===== src/rtl/rob_committer.sv =====
// rob_committer: reorder buffer with in-order commit.
//
// Instructions are dispatched in program order and receive a tag {epoch, index}.
// Functional units return results out of order, tagged. The head entry commits once it
// is done and every output handshake it needs has completed. A redirecting or trapping
// commit flushes the whole buffer and toggles the epoch so that in-flight results
// carrying the old epoch are dropped.
//
// Ports
//   clk_i, rst_i                 clock, synchronous active-high reset
//   disp_valid_i / disp_ready_o  dispatch handshake; disp_rd_i, disp_pc_i payload
//   disp_tag_o                   tag allocated to the dispatching instruction
//   fu_*_i                       NUM_FU flattened result ports (tag, data, redirect, trap)
//   wb_valid_o / wb_ready_i      register-file write of wb_rd_o / wb_data_o
//   pcg_valid_o / pcg_ready_i    redirect of the PC generator to pcg_pc_o
//   trap_valid_o                 one-cycle trap-entry pulse with trap_pc_o, trap_cause_o
module rob_committer #(
  parameter int unsigned NUM_FU = 4,
  parameter int unsigned DEPTH  = 8,
  parameter int unsigned XLEN   = 32,
  localparam int unsigned IW    = $clog2(DEPTH),
  localparam int unsigned TW    = IW + 1
) (
  input  logic                   clk_i,
  input  logic                   rst_i,

  input  logic                   disp_valid_i,
  output logic                   disp_ready_o,
  input  logic [4:0]             disp_rd_i,
  input  logic [XLEN-1:0]        disp_pc_i,
  output logic [TW-1:0]          disp_tag_o,

  input  logic [NUM_FU-1:0]      fu_valid_i,
  input  logic [NUM_FU*TW-1:0]   fu_tag_i,
  input  logic [NUM_FU*XLEN-1:0] fu_result_i,
  input  logic [NUM_FU-1:0]      fu_redirect_i,
  input  logic [NUM_FU*XLEN-1:0] fu_new_pc_i,
  input  logic [NUM_FU-1:0]      fu_trap_i,
  input  logic [NUM_FU*5-1:0]    fu_cause_i,

  output logic                   wb_valid_o,
  input  logic                   wb_ready_i,
  output logic [4:0]             wb_rd_o,
  output logic [XLEN-1:0]        wb_data_o,

  output logic                   pcg_valid_o,
  input  logic                   pcg_ready_i,
  output logic [XLEN-1:0]        pcg_pc_o,

  output logic                   trap_valid_o,
  output logic [XLEN-1:0]        trap_pc_o,
  output logic [4:0]             trap_cause_o
);

  localparam logic [IW:0]   DepthCnt = (IW + 1)'(DEPTH);
  localparam logic [IW-1:0] PtrOne   = IW'(1);
  localparam logic [IW:0]   CntOne   = (IW + 1)'(1);

  // Control state (reset)
  logic [IW-1:0]    head_q, head_d;
  logic [IW-1:0]    tail_q, tail_d;
  logic [IW:0]      count_q, count_d;
  logic             epoch_q, epoch_d;
  logic [DEPTH-1:0] busy_q, busy_d;
  logic [DEPTH-1:0] done_q, done_d;

  // Entry payload (qualified by busy/done, so not reset)
  logic [4:0]       rd_q       [DEPTH];
  logic [XLEN-1:0]  pc_q       [DEPTH];
  logic [XLEN-1:0]  result_q   [DEPTH];
  logic [XLEN-1:0]  new_pc_q   [DEPTH];
  logic             redirect_q [DEPTH];
  logic             trap_q     [DEPTH];
  logic [4:0]       cause_q    [DEPTH];

  logic [IW-1:0]    fu_idx     [NUM_FU];
  logic [NUM_FU-1:0] fu_accept;

  logic cand;
  logic head_redirect;
  logic head_trap;
  logic commit_fire;
  logic flush;
  logic disp_fire;

  // ---------------------------------------------------------------------------
  // Result acceptance: only the current epoch, and only an entry still waiting.
  // Entries freed by reset or flush have busy = 0, which drops late results.
  // ---------------------------------------------------------------------------
  always_comb begin
    fu_accept = '0;
    for (int i = 0; i < NUM_FU; i++) begin
      fu_idx[i]    = fu_tag_i[i*TW +: IW];
      fu_accept[i] = fu_valid_i[i] && (fu_tag_i[i*TW + IW] == epoch_q) &&
                     busy_q[fu_idx[i]] && !done_q[fu_idx[i]];
    end
  end

  // ---------------------------------------------------------------------------
  // Head / commit logic. Outputs come straight from the registered head entry,
  // which is not modified until it commits, so they hold steady under backpressure.
  // Gated by rst_i so nothing is presented while reset is asserted.
  // ---------------------------------------------------------------------------
  always_comb begin
    head_redirect = redirect_q[head_q];
    head_trap     = trap_q[head_q];
    cand          = !rst_i && busy_q[head_q] && done_q[head_q];

    wb_valid_o    = cand && !head_trap && (rd_q[head_q] != 5'd0);
    wb_rd_o       = rd_q[head_q];
    wb_data_o     = result_q[head_q];

    pcg_valid_o   = cand && (head_redirect || head_trap);
    pcg_pc_o      = new_pc_q[head_q];

    commit_fire   = cand && (!wb_valid_o || wb_ready_i) && (!pcg_valid_o || pcg_ready_i);
    flush         = commit_fire && (head_redirect || head_trap);

    trap_valid_o  = commit_fire && head_trap;
    trap_pc_o     = pc_q[head_q];
    trap_cause_o  = cause_q[head_q];

    // count_q is the pre-commit occupancy, so a same-cycle commit frees nothing
    disp_ready_o  = !rst_i && (count_q < DepthCnt) && !flush;
    disp_tag_o    = {epoch_q, tail_q};
    disp_fire     = disp_valid_i && disp_ready_o;
  end

  // ---------------------------------------------------------------------------
  // Next-state for pointers, occupancy, epoch and per-entry flags.
  // A dispatching entry (tail) is never busy, so it cannot collide with an
  // accepted result; the committing entry (head) is done, so it cannot either.
  // ---------------------------------------------------------------------------
  always_comb begin
    head_d  = head_q;
    tail_d  = tail_q;
    count_d = count_q;
    epoch_d = epoch_q;
    busy_d  = busy_q;
    done_d  = done_q;

    for (int i = 0; i < NUM_FU; i++) begin
      if (fu_accept[i]) begin
        done_d[fu_idx[i]] = 1'b1;
      end
    end

    if (disp_fire) begin
      busy_d[tail_q] = 1'b1;
      done_d[tail_q] = 1'b0;
      tail_d         = tail_q + PtrOne;
    end

    if (flush) begin
      busy_d  = '0;
      done_d  = '0;
      head_d  = '0;
      tail_d  = '0;
      count_d = '0;
      epoch_d = ~epoch_q;
    end else begin
      if (commit_fire) begin
        busy_d[head_q] = 1'b0;
        done_d[head_q] = 1'b0;
        head_d         = head_q + PtrOne;
      end
      if (disp_fire && !commit_fire) begin
        count_d = count_q + CntOne;
      end else if (!disp_fire && commit_fire) begin
        count_d = count_q - CntOne;
      end
    end
  end

  always_ff @(posedge clk_i) begin
    if (rst_i) begin
      head_q  <= '0;
      tail_q  <= '0;
      count_q <= '0;
      epoch_q <= 1'b0;
      busy_q  <= '0;
      done_q  <= '0;
    end else begin
      head_q  <= head_d;
      tail_q  <= tail_d;
      count_q <= count_d;
      epoch_q <= epoch_d;
      busy_q  <= busy_d;
      done_q  <= done_d;
    end
  end

  // Payload capture
  always_ff @(posedge clk_i) begin
    for (int i = 0; i < NUM_FU; i++) begin
      if (fu_accept[i]) begin
        result_q[fu_idx[i]]   <= fu_result_i[i*XLEN +: XLEN];
        new_pc_q[fu_idx[i]]   <= fu_new_pc_i[i*XLEN +: XLEN];
        redirect_q[fu_idx[i]] <= fu_redirect_i[i];
        trap_q[fu_idx[i]]     <= fu_trap_i[i];
        cause_q[fu_idx[i]]    <= fu_cause_i[i*5 +: 5];
      end
    end
    if (disp_fire) begin
      rd_q[tail_q] <= disp_rd_i;
      pc_q[tail_q] <= disp_pc_i;
    end
  end

endmodule


===== config.mk =====
export PLATFORM = sky130hd
export DESIGN_NAME = rob_committer
export DESIGN_NICKNAME = d
export VERILOG_FILES = /design/src/rtl/rob_committer.sv
export SDC_FILE = /design/constraint.sdc
export NUM_CORES = 2
export LEC_CHECK = 0
export BUFFER_PORTS_ARGS = -buffer_cell sky130_fd_sc_hd__clkbuf_2
export CORE_UTILIZATION = 66
export DETAILED_ROUTE_END_ITERATION = 12
export GPL_ROUTABILITY_DRIVEN = 0
export PLACE_DENSITY = 0.87
export SLEW_MARGIN = 15
export SYNTH_ARGS = -nofsm -noshare
export SYNTH_HDL_FRONTEND = slang
export SYNTH_SLANG_ARGS = --single-unit

===== constraint.sdc =====
create_clock -name clk_i -period 13.7 [get_ports clk_i]
set_input_delay 0.685 -clock clk_i [delete_from_list [all_inputs] [get_ports clk_i]]
set_output_delay 0.685 -clock clk_i [all_outputs]
set_load 0.03 [all_outputs]

=== After elaboration in Yosys (flattened, before gate mapping) ===
Memories as Yosys holds them, arrays and structs flattened. A register that Yosys moved wholly into a read port is not among the register bits.
Cells that the tools add are included.

* Bits in registers: 27
* Memory bits (writable): 864
* Input bits: 346
* Output and inout port bits: 114
* Logic and storage cells: 160
* Memories: 7

{| class="wikitable"
|+ Memory list
! name !! words !! bits a word !! rd ports !! clocked after memory_dff !! write ports !! RTL line !! source
|-
| new_pc_q || 8 || 32 || 1 || 1 || 4 || 71 || <nowiki>logic [XLEN-1:0] new_pc_q [DEPTH];</nowiki>
|-
| pc_q || 8 || 32 || 1 || 1 || 1 || 69 || <nowiki>logic [XLEN-1:0] pc_q [DEPTH];</nowiki>
|-
| result_q || 8 || 32 || 1 || 1 || 4 || 70 || <nowiki>logic [XLEN-1:0] result_q [DEPTH];</nowiki>
|-
| cause_q || 8 || 5 || 1 || 1 || 4 || 74 || <nowiki>logic [4:0] cause_q [DEPTH];</nowiki>
|-
| rd_q || 8 || 5 || 1 || 1 || 1 || 68 || <nowiki>logic [4:0] rd_q [DEPTH];</nowiki>
|-
| redirect_q || 8 || 1 || 1 || 1 || 4 || 72 || <nowiki>logic redirect_q [DEPTH];</nowiki>
|-
| +1 memories || n/a || n/a || n/a || n/a || n/a || n/a ||
|}

* Add/subtract/negate cells: 4
* Magnitude comparators: 13
* Eq/ne operators: 4
* Muxes and demuxes: 66
* Bitwise gates (word level): 11
* Reductions and logical operators: 49

{| class="wikitable"
|+ Operator list
! cell !! count
|-
| $mux W8 || 8
|-
| $mux W3 || 14
|-
| $or A8 B8 Y8 || 5
|-
| $logic_and A1 B1 Y1 || 32
|-
| $bmux W1 S3 || 10
|-
| $mux W1 || 26
|-
| $and A8 B8 Y8 || 3
|-
| $lt A3 B4 Y1 const B || 6
|-
| $demux W1 S3 || 6
|-
| $ge A3 B1 Y1 const B || 6
|-
| $not A8 Y8 || 2
|-
| $logic_not A1 Y1 || 11
|-
| $mux W4 || 2
|-
| $add A3 B1 Y3 const B || 2
|-
| $reduce_bool A5 Y1 || 1
|-
| $add A4 B1 Y4 const B || 1
|-
| $eq A1 B1 Y1 || 4
|-
| $lt A4 B4 Y1 const B || 1
|-
| $sub A4 B1 Y4 const B || 1
|-
| $logic_or A1 B1 Y1 || 3
|-
| $reduce_bool A2 Y1 || 1
|-
| $reduce_or A2 Y1 || 1
|-
| $not A1 Y1 || 1
|}

=== Depth between registers and ports, before layout ===
* Word-level depth: 18
* Depth in mapped cells: 18

=== Worst setup path after synthesis ===
Ideal clock, no wire load.

* Path type: input -> register
* Start: input port fu_tag_i[1]
* End: register done_q[0]
* Setup time: 0.090 ns
* Arrival time: 6.075 ns
* Data required time: 13.610 ns
* Path slack: 7.536 ns
* Stages: 7
* Buffers on the path: 1
* Path through: clkbuf_1 > mux4_2 > mux2i_1 > nand3b_1 > o2111ai_1 > o21ai_0 > a211oi_2

* Longest elaborated chain between the ends: 16
* Elaborated cells on any way between the ends: 24

{| class="wikitable"
|+ Ends and longest elaborated chain
! what !! RTL line !! source
|-
| start: declaration || 34 || <nowiki>input logic [NUM_FU*TW-1:0] fu_tag_i,</nowiki>
|-
| $lt A3 B4 Y1 (implied by the code) / $ge A3 B1 Y1 (equally long branches) || 144 || <nowiki>done_d[fu_idx[i]] = 1'b1;</nowiki>
|-
| $logic_and A1 B1 Y1 (implied by the code) || 144 ||
|-
| $mux W1 (implied by the code) || 144 ||
|-
| $demux W1 S3 || 144 ||
|-
| $or A8 B8 Y8 (no source line) || n/a ||
|-
| $mux W8 (*) || 143 || <nowiki>if (fu_accept[i]) begin</nowiki>
|-
| $or A8 B8 Y8 (no source line) || n/a ||
|-
| $mux W8 (*) || 143 ||
|-
| $or A8 B8 Y8 (no source line) || n/a ||
|-
| $mux W8 (*) || 143 ||
|-
| $or A8 B8 Y8 (no source line) || n/a ||
|-
| $mux W8 (*) || 143 ||
|-
| $and A8 B8 Y8 (no source line) || n/a ||
|-
| $mux W8 (*) || 148 || <nowiki>if (disp_fire) begin</nowiki>
|-
| $and A8 B8 Y8 (no source line) || n/a ||
|-
| $mux W8 (*) || 162 || <nowiki>if (commit_fire) begin</nowiki>
|-
| end signal: assignment || 189 || <nowiki>done_q <= done_d;</nowiki>
|-
| end: declaration || 65 || <nowiki>logic [DEPTH-1:0] done_q, done_d;</nowiki>
|}

Mark *: on every way between the ends. The rest lies on a longest branch, timed or not. The select of a mux whose other input is x is not followed.
A chain may end at the register's enable or synchronous reset.

==> results.sh <==
export IMPL_drt_vias_per_instance=7.11
export IMPL_rsz0062_at_grt="false"
export IMPL_max_freq_ghz=0.183
export IMPL_num_io_pins=460
export IMPL_first_global_vias=39200
export IMPL_fp_dieH_microns=287
export IMPL_rr_worst_depth=17
export IMPL_slew_headroom_pct=12.3
export IMPL_holdBufCountCts=0
export IMPL_hpwlAfterDp_microns=94900
export IMPL_regToRegSetupSlack_ps=8280
export IMPL_peakVddDrop_v=0.000101
export IMPL_async_reset_ff_share_pct=0
export IMPL_wl_microns=171000
export IMPL_antenna_found_initial=74
export IMPL_crit_end="disp_ready_o"
export IMPL_worst_slack_ps=8230
export IMPL_die_area_sq_um=82600
export IMPL_die_w_microns=287
export IMPL_synth_area_leaders="edfxtp_1 (48%), mux2i_1 (11%), mux2_2 (10%)"
export IMPL_cts_tree="built"
export IMPL_synth_edf_count=864
export IMPL_seq_area_frac_synth_pct=49.4
export IMPL_yosys_warnings=0
export IMPL_drtIter0Drc=5718
export IMPL_total_power_uw=6160
export IMPL_syn_instance_count=4313
export IMPL_hp_class="input port to register"
export IMPL_timing_final_hold_violations=0
export IMPL_avgSynthCellArea_sq_um=12.5
export IMPL_crit_path_end_kind="output port"
export IMPL_pre_cts_ws_ps=8410
export IMPL_start_util_pct=66.7
export IMPL_cts_max_level=3
export IMPL_setup_viol=0
export IMPL_powerDensity_nw_per_um2=104
export IMPL_post_route_util_pct=73.6
export IMPL_synth_top_cell_area_share_pct=48.3
export IMPL_ys_seq_elements=894
export IMPL_portBuffers=459
export IMPL_hp_start="rst_i"
export IMPL_dr_pass1_iters=6
export IMPL_vias=39700
export IMPL_wl_per_cell_microns=30.6
export IMPL_cts_clk_slew_worst_paths_ps=70
export IMPL_yosysTopAreaCell="edfxtp_1"
export IMPL_nets=4746
export IMPL_route_detailed_drc=0
export IMPL_fin_setup_tns_ps=0
export IMPL_mappedNetlistNets=4665
export IMPL_ctsResizeCount=0
export IMPL_cts_buffers=94
export IMPL_cts_setup_buffers=0
export IMPL_worstMarginPinSlew_ps=1310
export IMPL_maxCapViolations=0
export IMPL_worstHoldPathCells=2
export IMPL_coreArea_sq_um=80500
export IMPL_drive_gt1_share_pct=32.0
export IMPL_cellLeakagePower_uw=0.0240
export IMPL_yosys_top_cells_count="edfxtp_1 (864), mux2i_1 (580), mux2_2 (488)"
export IMPL_rows=104
export IMPL_critPathArrivalTime_ps=4780
export IMPL_cts_buffer_depth=3
export IMPL_fin_skew_ps=32.6
export IMPL_cp_start_kind="register"
export IMPL_syn_area_sq_um=53800
export IMPL_grt_pass1_wl_microns=248000
export IMPL_maxSlewViolCount=0
export IMPL_grt_start_max_net_pins=143
export IMPL_synth_cell_types=73
export IMPL_fin_crit_sh_pct=39.9
export IMPL_critPathKind="register to output port"
export IMPL_synthToLayoutAreaGrowth_pct=10.3
export IMPL_yosysMostFrequentCell="edfxtp_1"
export IMPL_grtUsageTotal_pct=40.6
export IMPL_cp_max_fo=59
export IMPL_run_status="completed"
export IMPL_cts_sinks=894
export IMPL_fin_crit_ps=5470
export IMPL_ys_flop_type="edfxtp_1"
export IMPL_grt_overflow=0
export IMPL_reg2reg_to="count_q[3]"
export IMPL_ant_nets=0
export IMPL_worstSkewPairLatency_ps=690
export IMPL_cts_root_buf="clkbuf_16"
export IMPL_required_ps=13020
-- area by class of cell --
cell class              instances  area, sq um
clock buffers                 122         2480
well taps                    1060         1330
fillers                      4988        21300
diodes                         53          133
clock inverters                51          626
flip-flops and latches        894        26600
inverters                      12         45.0
repair buffers                533         2880
multi-input cells            2859        25200
-- state kept, by name (all words and copies together), names as in the netlist, named ones only --
register,cells
new_pc_q,256
busy_q,8
tail_q,3
trap_q,8
count_q,4
redirect_q,8
head_q,3
pc_q,256
result_q,256
done_q,8
rd_q,40
epoch_q,1
cause_q,40
-- where the power goes --
group	switching (uW)	leakage (uW)	internal [uW]
clock	1170	0.00146	1440
sequential	16.3	0.00803	3030
combinational	296	0.0145	210
-- stage by stage --
step	std cells	hold WS, ps	instance area (sq um)
floorplan	4313	465	53800
global placement	5358	489	56000
detailed placement	5358	511	56000
CTS	5531	216	59100
global route	5576	258	59300
finish	5584	242	59300
-- worst max-delay path, cell delays in order (launching register included) --
cell and delay, ps:
dfxtp_4 840, buf_4 850, inv_1 320, mux2_2 400, nor4_4 410, a211oi_4 180, o21bai_4 160, buf_4 480
nor2_1 100, clkbuf_2 210
-- logic make-up (layout without fill, tap and decap cells) --
group,after synthesis,count (layout),synth area share [%]
xor+xnor,10,10,0.163
flops,894,894,49.4
other cells,0,53,0
buf+inv,560,718,4.34
fa+ha+maj,6,6,0.154
compound gates,784,784,9.05
mux,1335,1335,31.2
simple gates,724,724,5.69
-- worst min path at each step --
stage               slack (ps)          to
detailed placement         510  count_q[2]
global placement           490  count_q[2]
global route               260     epoch_q
floorplan                  470  count_q[2]
CTS                        220     epoch_q
finish                     240     epoch_q
-- metal layers --
layer / GRT usage (%) / routed length, microns
met5: 0 / 264
met4: 25.5 / 9940
met3: 10.5 / 22400
met2: 63.7 / 80200
met1: 50.2 / 57800
-- placed cells by master (no fill, tap or decap), types with 6 or more instances in the layout --
cell,n
edfxtp_1,864
mux2_2,488
nand3b_1,6
o21ai_1,39
dfxtp_1,27
buf_4,72
nor2_4,8
o2111ai_4,6
mux2i_1,580
inv_1,12
o21ai_4,6
clkbuf_2,459
a211oi_1,146
nor3_1,13
clkinv_2,7
nor2_1,450
a21o_1,143
mux4_2,219
mux2_1,47
nand2b_1,6
nand2_1,158
a311oi_1,6
clkbuf_16,94
diode_2,53
nor2b_1,16
nand3_1,6
bufinv_16,7
clkinvlp_4,9
nand4_1,10
a21oi_1,296
clkinv_1,12
o21ai_0,115
clkbuf_1,26
Note: power is estimated with default switching activity, not from simulation.
